<file path="config.mk">
export PLATFORM = sky130hd
export DESIGN_NAME = sync_fifo_flags
export DESIGN_NICKNAME = d
export VERILOG_FILES = /design/src/rtl/sync_fifo_pkg.sv /design/src/rtl/fifo_regfile.sv /design/src/rtl/sync_fifo_flags.sv
export SDC_FILE = /design/constraint.sdc
export NUM_CORES = 1
export LEC_CHECK = 0
export ABC_CLOCK_PERIOD_IN_PS = 8600
export CAP_MARGIN = 25
export CORE_MARGIN = 4
export CORE_UTILIZATION = 64
export CTS_CLUSTER_SIZE = 25
export DETAILED_ROUTE_END_ITERATION = 10
export PLACE_DENSITY = 0.85
export SLEW_MARGIN = 20
export SYNTH_ARGS = -nofsm -noshare
export SYNTH_HDL_FRONTEND = slang
export SYNTH_SLANG_ARGS = --single-unit
</file>
<file path="constraint.sdc">
create_clock -name clk -period 8.6 [get_ports clk]
set_input_delay 2.15 -clock clk [delete_from_list [all_inputs] [get_ports clk]]
set_output_delay 2.15 -clock clk [all_outputs]
set_load 0.05 [all_outputs]
</file>
<file path="src/rtl/sync_fifo_pkg.sv">
// Shared types and helpers for the synchronous FIFO with status flags.
package sync_fifo_pkg;

    // Read-side behaviour: registered head (STD) or head shown combinationally (FWFT).
    typedef enum logic {
        FIFO_STD  = 1'b0,
        FIFO_FWFT = 1'b1
    } fifo_mode_e;

    // Pointers carry one extra wrap bit above the storage index.
    function automatic int ptr_width(input int depth);
        return $clog2(depth) + 1;
    endfunction

endpackage

</file>
<file path="src/rtl/fifo_regfile.sv">
// Storage array for the FIFO: one synchronous write port, one asynchronous
// read port, and no reset so the array maps onto plain distributed memory.
module fifo_regfile #(
    parameter int DATA_WIDTH = 8,
    parameter int DEPTH      = 16
) (
    input  logic                       clk,
    input  logic                       i_wr_en,
    input  logic [$clog2(DEPTH)-1:0]   i_wr_addr,
    input  logic [DATA_WIDTH-1:0]      i_wr_data,
    input  logic [$clog2(DEPTH)-1:0]   i_rd_addr,
    output logic [DATA_WIDTH-1:0]      o_rd_data
);

    logic [DATA_WIDTH-1:0] r_mem [DEPTH];

    // Store the incoming word at the write index on an accepted write.
    always_ff @(posedge clk) begin
        if (i_wr_en) begin
            r_mem[i_wr_addr] <= i_wr_data;
        end
    end

    assign o_rd_data = r_mem[i_rd_addr];

endmodule

</file>
<file path="src/rtl/sync_fifo_flags.sv">
// Single-clock FIFO with full/empty/almost flags, occupancy count and sticky
// overflow/underflow indicators. The read side is either registered (STD) or
// first-word-fall-through (FWFT), selected at elaboration by MODE.
module sync_fifo_flags
    import sync_fifo_pkg::*;
#(
    parameter int         DATA_WIDTH = 8,
    parameter int         DEPTH      = 16,
    parameter fifo_mode_e MODE       = FIFO_STD,
    parameter int         AFULL_TH   = DEPTH - 2,
    parameter int         AEMPTY_TH  = 2
) (
    input  logic                      clk,
    input  logic                      rst_n,
    input  logic                      w_en,
    input  logic                      r_en,
    input  logic [DATA_WIDTH-1:0]     data_in,
    input  logic                      err_clr,
    output logic [DATA_WIDTH-1:0]     data_out,
    output logic                      full,
    output logic                      empty,
    output logic                      almost_full,
    output logic                      almost_empty,
    output logic [$clog2(DEPTH):0]    count,
    output logic                      overflow,
    output logic                      underflow
);

    localparam int AW = $clog2(DEPTH);
    localparam int PW = ptr_width(DEPTH);

    localparam logic [PW-1:0] C_PTR_ONE = PW'(1);
    localparam logic [PW-1:0] C_AFULL   = PW'(AFULL_TH);
    localparam logic [PW-1:0] C_AEMPTY  = PW'(AEMPTY_TH);

    logic [PW-1:0]         r_wr_ptr;
    logic [PW-1:0]         r_rd_ptr;
    logic                  r_overflow;
    logic                  r_underflow;

    logic                  w_full;
    logic                  w_empty;
    logic                  w_rd_acc;
    logic                  w_wr_acc;
    logic [PW-1:0]         w_count;
    logic [DATA_WIDTH-1:0] w_head;

    // Equal pointers mean empty; equal index with opposite wrap bit means full.
    assign w_empty = (r_wr_ptr == r_rd_ptr);
    assign w_full  = (r_wr_ptr[AW-1:0] == r_rd_ptr[AW-1:0]) &&
                     (r_wr_ptr[AW] != r_rd_ptr[AW]);

    // A read never rides on a same-cycle write into an empty FIFO, but a write
    // into a full FIFO is fine when a read frees a slot on the same edge.
    assign w_rd_acc = r_en && !w_empty;
    assign w_wr_acc = w_en && (!w_full || w_rd_acc);

    // Modular subtraction yields the occupancy directly, including across wrap.
    assign w_count = r_wr_ptr - r_rd_ptr;

    fifo_regfile #(
        .DATA_WIDTH (DATA_WIDTH),
        .DEPTH      (DEPTH)
    ) u_regfile (
        .clk        (clk),
        .i_wr_en    (w_wr_acc),
        .i_wr_addr  (r_wr_ptr[AW-1:0]),
        .i_wr_data  (data_in),
        .i_rd_addr  (r_rd_ptr[AW-1:0]),
        .o_rd_data  (w_head)
    );

    // Advance the write pointer on every accepted write.
    always_ff @(posedge clk or negedge rst_n) begin
        if (!rst_n) begin
            r_wr_ptr <= '0;
        end else if (w_wr_acc) begin
            r_wr_ptr <= r_wr_ptr + C_PTR_ONE;
        end
    end

    // Advance the read pointer on every accepted read.
    always_ff @(posedge clk or negedge rst_n) begin
        if (!rst_n) begin
            r_rd_ptr <= '0;
        end else if (w_rd_acc) begin
            r_rd_ptr <= r_rd_ptr + C_PTR_ONE;
        end
    end

    // Sticky error flags: a rejection in this cycle wins over a clear request.
    always_ff @(posedge clk or negedge rst_n) begin
        if (!rst_n) begin
            r_overflow  <= 1'b0;
            r_underflow <= 1'b0;
        end else begin
            if (w_en && !w_wr_acc) begin
                r_overflow <= 1'b1;
            end else if (err_clr) begin
                r_overflow <= 1'b0;
            end
            if (r_en && !w_rd_acc) begin
                r_underflow <= 1'b1;
            end else if (err_clr) begin
                r_underflow <= 1'b0;
            end
        end
    end

    generate
        if (MODE == FIFO_STD) begin : g_std
            logic [DATA_WIDTH-1:0] r_data_out;

            // Capture the head on an accepted read; hold otherwise.
            always_ff @(posedge clk or negedge rst_n) begin
                if (!rst_n) begin
                    r_data_out <= '0;
                end else if (w_rd_acc) begin
                    r_data_out <= w_head;
                end
            end

            assign data_out = r_data_out;
        end else begin : g_fwft
            // The head is visible as soon as it is stored; zero when empty so
            // never-written storage never reaches the output.
            assign data_out = w_empty ? '0 : w_head;
        end
    endgenerate

    assign full         = w_full;
    assign empty        = w_empty;
    assign count        = w_count;
    assign almost_full  = (w_count >= C_AFULL);
    assign almost_empty = (w_count <= C_AEMPTY);
    assign overflow     = r_overflow;
    assign underflow    = r_underflow;

endmodule
</file>
=== Word level (Yosys, flattened, before mapping) ===
Memory sizes are Yosys's and may differ from the RTL's. A register that Yosys moved wholly into a read port is not among the register bits.
Cells that the tools add are included.
Widths: inputs -> output; s select.

* Eq/ne operators: 3
* $lt $le $gt $ge: 2
* $add $sub $neg: 3
* Mux-type cells: 5
* Reductions and logical operators: 13

{| class="wikitable"
|+ Operator list
! operator !! number
|-
| $add 5x1->5 const B || 2
|-
| $eq 5x5->1 || 1
|-
| $ge 5x4->1 const B || 1
|-
| $le 5x2->1 const B || 1
|-
| $logic_and 1x1->1 || 5
|-
| $logic_not 1->1 || 5
|-
| $mux 1 || 5
|-
| $sub 5x5->5 || 1
|-
| $eq 4x4->1 || 1
|-
| $reduce_bool 2->1 || 2
|-
| $logic_or 1x1->1 || 1
|-
| $ne 1x1->1 || 1
|}

* Input port bits: 13
* Memory bits (writable): 128
* Word-level logic and storage cells: 31
* Output and inout bits: 19
* Register bits after elaboration: 12
* Memories kept: 1

{| class="wikitable"
|+ Memory list
! memory !! depth !! bits a word !! read ports !! clocked after memory_dff !! wr ports !! RTL line !! RTL
|-
| u_regfile.r_mem || 16 || 8 || 1 || 1 || 1 || fifo_regfile.sv:15 || <nowiki>logic [DATA_WIDTH-1:0] r_mem [DEPTH];</nowiki>
|}

=== Longest topological paths before layout ===
* Depth in word-level cells: 8
* Depth in mapped cells: 10
* Mapped depth without buffers: 8

=== Modules after synthesis ===
Synthesis repeated with hierarchy kept, for this count alone.

* Cells, all modules: 303
* Area total of the unflattened synthesis: 6,048.3 um^2

{| class="wikitable"
|+ By module, submodules not included
! module !! cells an instance !! sequential area each (um^2) !! area an instance (um^2) !! instances
|-
| fifo_regfile || 221 || 3,843.7 || 4,987.3 || 1
|-
| sync_fifo_flags || 82 || 500.5 || 1,061.0 || 1
|}

=== Worst setup path after synthesis ===
OpenSTA, ideal clock, no wires.

* Kind: register -> output
* Start: register r_rd_ptr[1]
* End: output almost_empty
* Arrival: 3.352 ns
* Path buffers: 3
* Slack: 3.098 ns
* Stages on the path, launching flop included: 10
* Required time: 6.450 ns
* Cells stage by stage: dfrtp_1 -> buf_6 -> buf_12 -> buf_6 -> inv_1 -> fa_1 -> a21o_1 -> a21oi_1 -> xnor2_1 -> a211oi_1

* Longest elaborated chain between the ends: 2

{| class="wikitable"
|+ RTL lines
! what !! RTL line !! RTL
|-
| from (decl) || sync_fifo_flags.sv:37 || <nowiki>logic [PW-1:0] r_rd_ptr;</nowiki>
|-
| from (signal assigned) || sync_fifo_flags.sv:87 || <nowiki>r_rd_ptr <= r_rd_ptr + C_PTR_ONE;</nowiki>
|-
| $sub 5x5->5 || sync_fifo_flags.sv:59 || <nowiki>assign w_count = r_wr_ptr - r_rd_ptr;</nowiki>
|-
| net count[4] || sync_fifo_flags.sv:24 || <nowiki>output logic [$clog2(DEPTH):0] count,</nowiki>
|-
| $le 5x2->1 || sync_fifo_flags.sv:135 || <nowiki>assign almost_empty = (w_count <= C_AEMPTY);</nowiki>
|-
| to (decl) || sync_fifo_flags.sv:23 || <nowiki>output logic almost_empty,</nowiki>
|}

The timed path passes the listed nets, and every way through them passes these cells.

=== Worst setup path in the final report ===
* Start: register r_rd_ptr[0]
* End: output almost_empty

* Longest elaborated chain between the ends: 2

{| class="wikitable"
|+ RTL lines
! what !! RTL line
|-
| $sub 5x5->5 || sync_fifo_flags.sv:59
|-
| $le 5x2->1 || sync_fifo_flags.sv:135
|}

No other way between the ends.

==> run summary <==
final setup vio count - 0
Comb power frac - 40.3%
Syn Nets - 389
top fanout value on the critical path - 31
DRT antenna net count - 0
Fin. Hold Viols - 0
Die Width - 105 um
Setup crit start kind - flop
Initial Util - 65.8%
ys async rst share - 13.5%
cell-internal power - 1.70 mW
Tightest Pin Transition - 0.848 ns
wire length of the first global-routing pass - 19,800 um
routed length per placed instance - 22.9 um
crit path kind - reg2out
Worst Hold End - underflow
Main synth FF type - edfxtp_1
Iter 0 DRT Violations - 510
Cell Rows - 35
outcome - finished clean
worst-path cell chain - buf_4, ha_1, inv_1, fa_1, a21o_1, a21oi_1, xnor2_1, a211oi_1, clkdlybuf4s50_1
worst hold path type - reg2reg
RD Place Congestion - 0.831
Netlist cell types - 41
mapped cell area - 6080 um2
reg-to-reg endpoint - u_regfile.r_mem[1][4]
Post-synth EDFFs - 128
ratio of cells with drive above 1 in the final layout - 11.8%
Sequential Power Share - 34.6%
number of global-route vias before repair - 3,494
Worst-path clk slew - 0.07 ns
Synth Register Bits - 148
PD cells - 401 nW/um2
n_diodes - 0
Die Height - 105 um
most common cell after layout, fill and taps aside - edfxtp_1
crit-path max cell delay - 0.83 ns
initial antenna violation count - 0
Peak VDD IR - 0.307 mV
H-tree levels - 4
Clock power frac - 25.2%
dpl cell area - 6450 um2
largest net degree at the start of global routing - 33
IO buf count - 31
crit path capture type - output port
Final Skew - 0.00638 ns
share of the yosys chip area belonging to registers - 71.5%
YS warnings - 0
Reg-to-Reg Start - r_rd_ptr[1]
Req. time, crit path - 6.45 ns
fin nets - 426
hold_buf cts - 0
Layout fillers - 531
Routed WL - 12,500 um
Core Region - 9240 um2
Tot GR Track Use - 24.1%
minimum clock period - 5.68 ns
CTS Sinks - 148
Sw Share - 39.7%
vias - 3,444
Max-slew headroom - 43.5%
CTS tree - built
FF-to-FF setup slack - 5.41 ns
Num CTS Buffers - 17
post-CTS sizing - 0
Worst Min Path Start - underflow
Root Buffer - clkbuf_8
setup_tns - 0 ns
Post-CTS Setup Bufs - 0
Core Util, Final - 75.9%
highest-count cells in the layout ignoring fill and taps - edfxtp_1, mux2i_1, clkdlybuf4s50_1
Static Leak - 2.50 nW
unrepaired setup endpoints after global routing - false
Pre-Repair DR Iteration Count - 5
I/O pin cnt - 32
vias per inst - 6.32
final slew viol count - 0
Worst Setup SP - r_rd_ptr[0]
worst endpoint data arrival time - 3.53 ns
Layout area overhead - 15.4%
DR DRC count - 0
Slowest-stage cell, CP - clkdlybuf4s50_1
Avg Inst Size Synth - 16.6 um2
Detailed Place HPWL - 7550 um
Die Footprint - 11,100 um2
worst hold stages - 1
total gr overflow - 0
post-synthesis cell count - 366
Net Sw Power - 1.12 mW
design area - 7010 um2
Final period util - 66.0%
number of max-cap violations - 0
Worst Reg-to-Reg Cells - 8
maximum root-to-sink buffer count - 2
clock insertion delay at the later pin of the skew report - 0.53 ns
Fmax - 176 MHz
[area by class of cell]
type                            instances  area, um2  share of cell area [%]
Clock inverter                         14        143                    2.03
Clock buffer                           18        428                    6.10
Sequential cell                       148       4340                    62.0
Inverter                                9       33.8                   0.482
Tap cell                              129        161                    2.30
Multi-Input combinational cell        189       1550                    22.1
Timing Repair Buffer                   38        355                    5.07
[layer usage]
metal | global-route usage, % | share of wire (%) | up-vias
li1 | - | - | 1502
met1 | 33.8 | 40 | 1729
met2 | 36.5 | 48 | 184
met3 | 6.61 | 9.3 | 29
met4 | 9.18 | 2.6 | 0
met5 | 0 | 0 | -
[worst max path at each step]
stage | depth (start not counted) | end
final | 9 | almost_empty
after global placement | 9 | almost_empty
after floorplan | 9 | almost_empty
after detailed placement | 9 | almost_empty
after global routing | 9 | almost_empty
after CTS | 8 | almost_empty
[sequential cells by signal, summed over array words and instances, names as in the netlist]
name	count
r_wr_ptr	5
overflow	1
u_regfile.r_mem	128
data_out	8
underflow	1
r_rd_ptr	5
[cell families (layout without fill, tap and decap cells)]
family,count (synthesis),count (layout),synth area share (%)
flops,148,148,71.5
xor+xnor,12,12,1.73
compound gates,53,53,5.83
mux,56,56,11.0
simple gates,58,58,4.71
buf+inv,29,79,3.07
fa+ha+maj,10,10,2.18
[stage by stage]
step | std cells | setup slack (ns) | hold WS, ns | power [mW]
6_report | 545 | 2.92 | 0.517 | 2.81
4_1_cts | 545 | 2.89 | 0.518 | 2.82
2_1_floorplan | 366 | 3.10 | 0.502 | 1.81
3_5_place_dp | 513 | 3.47 | 0.502 | 2.11
3_3_place_gp | 512 | 3.54 | 0.494 | 2.07
5_1_grt | 545 | 2.74 | 0.533 | 2.93
[Yosys cell counts (all sizes together) (3+ instances only)]
| cell | instances | area (um2) |
|---|---|---|
| o21ai | 11 | 55.1 |
| buf | 16 | 136 |
| xnor2 | 9 | 78.8 |
| xor2 | 3 | 26.3 |
| edfxtp | 128 | 3840 |
| inv | 9 | 33.8 |
| o22ai | 16 | 100 |
| ha | 9 | 113 |
| nor3 | 5 | 25.0 |
| nand2 | 8 | 37.5 |
| mux4 | 8 | 188 |
| nand4 | 4 | 37.5 |
| clkbuf | 4 | 16.3 |
| nor2 | 29 | 109 |
| dfrtp | 20 | 500 |
| a31oi | 8 | 50.1 |
| mux2i | 48 | 480 |
| a221oi | 8 | 70.1 |
[worst max-delay path, delay by kind of cell (launching register included)]
family	cells	cell delay [ns]
buffers and inverters	3	1.29
adders and majority gates	2	0.67
AOI/OAI and AO/OA	3	0.59
DFF	1	0.32
xor gates and xnor gates	1	0.12
[power by group through the flow]
stage	sequential, mW	clock, mW	combinational [mW]
global placement	0.975	0	1.09
global route	0.981	0.754	1.20
finish	0.973	0.708	1.13
floorplan	1.01	0	0.799
detailed placement	0.980	0	1.13
CTS	0.969	0.714	1.14
No activity file was read; power rests on OpenSTA's default activity.
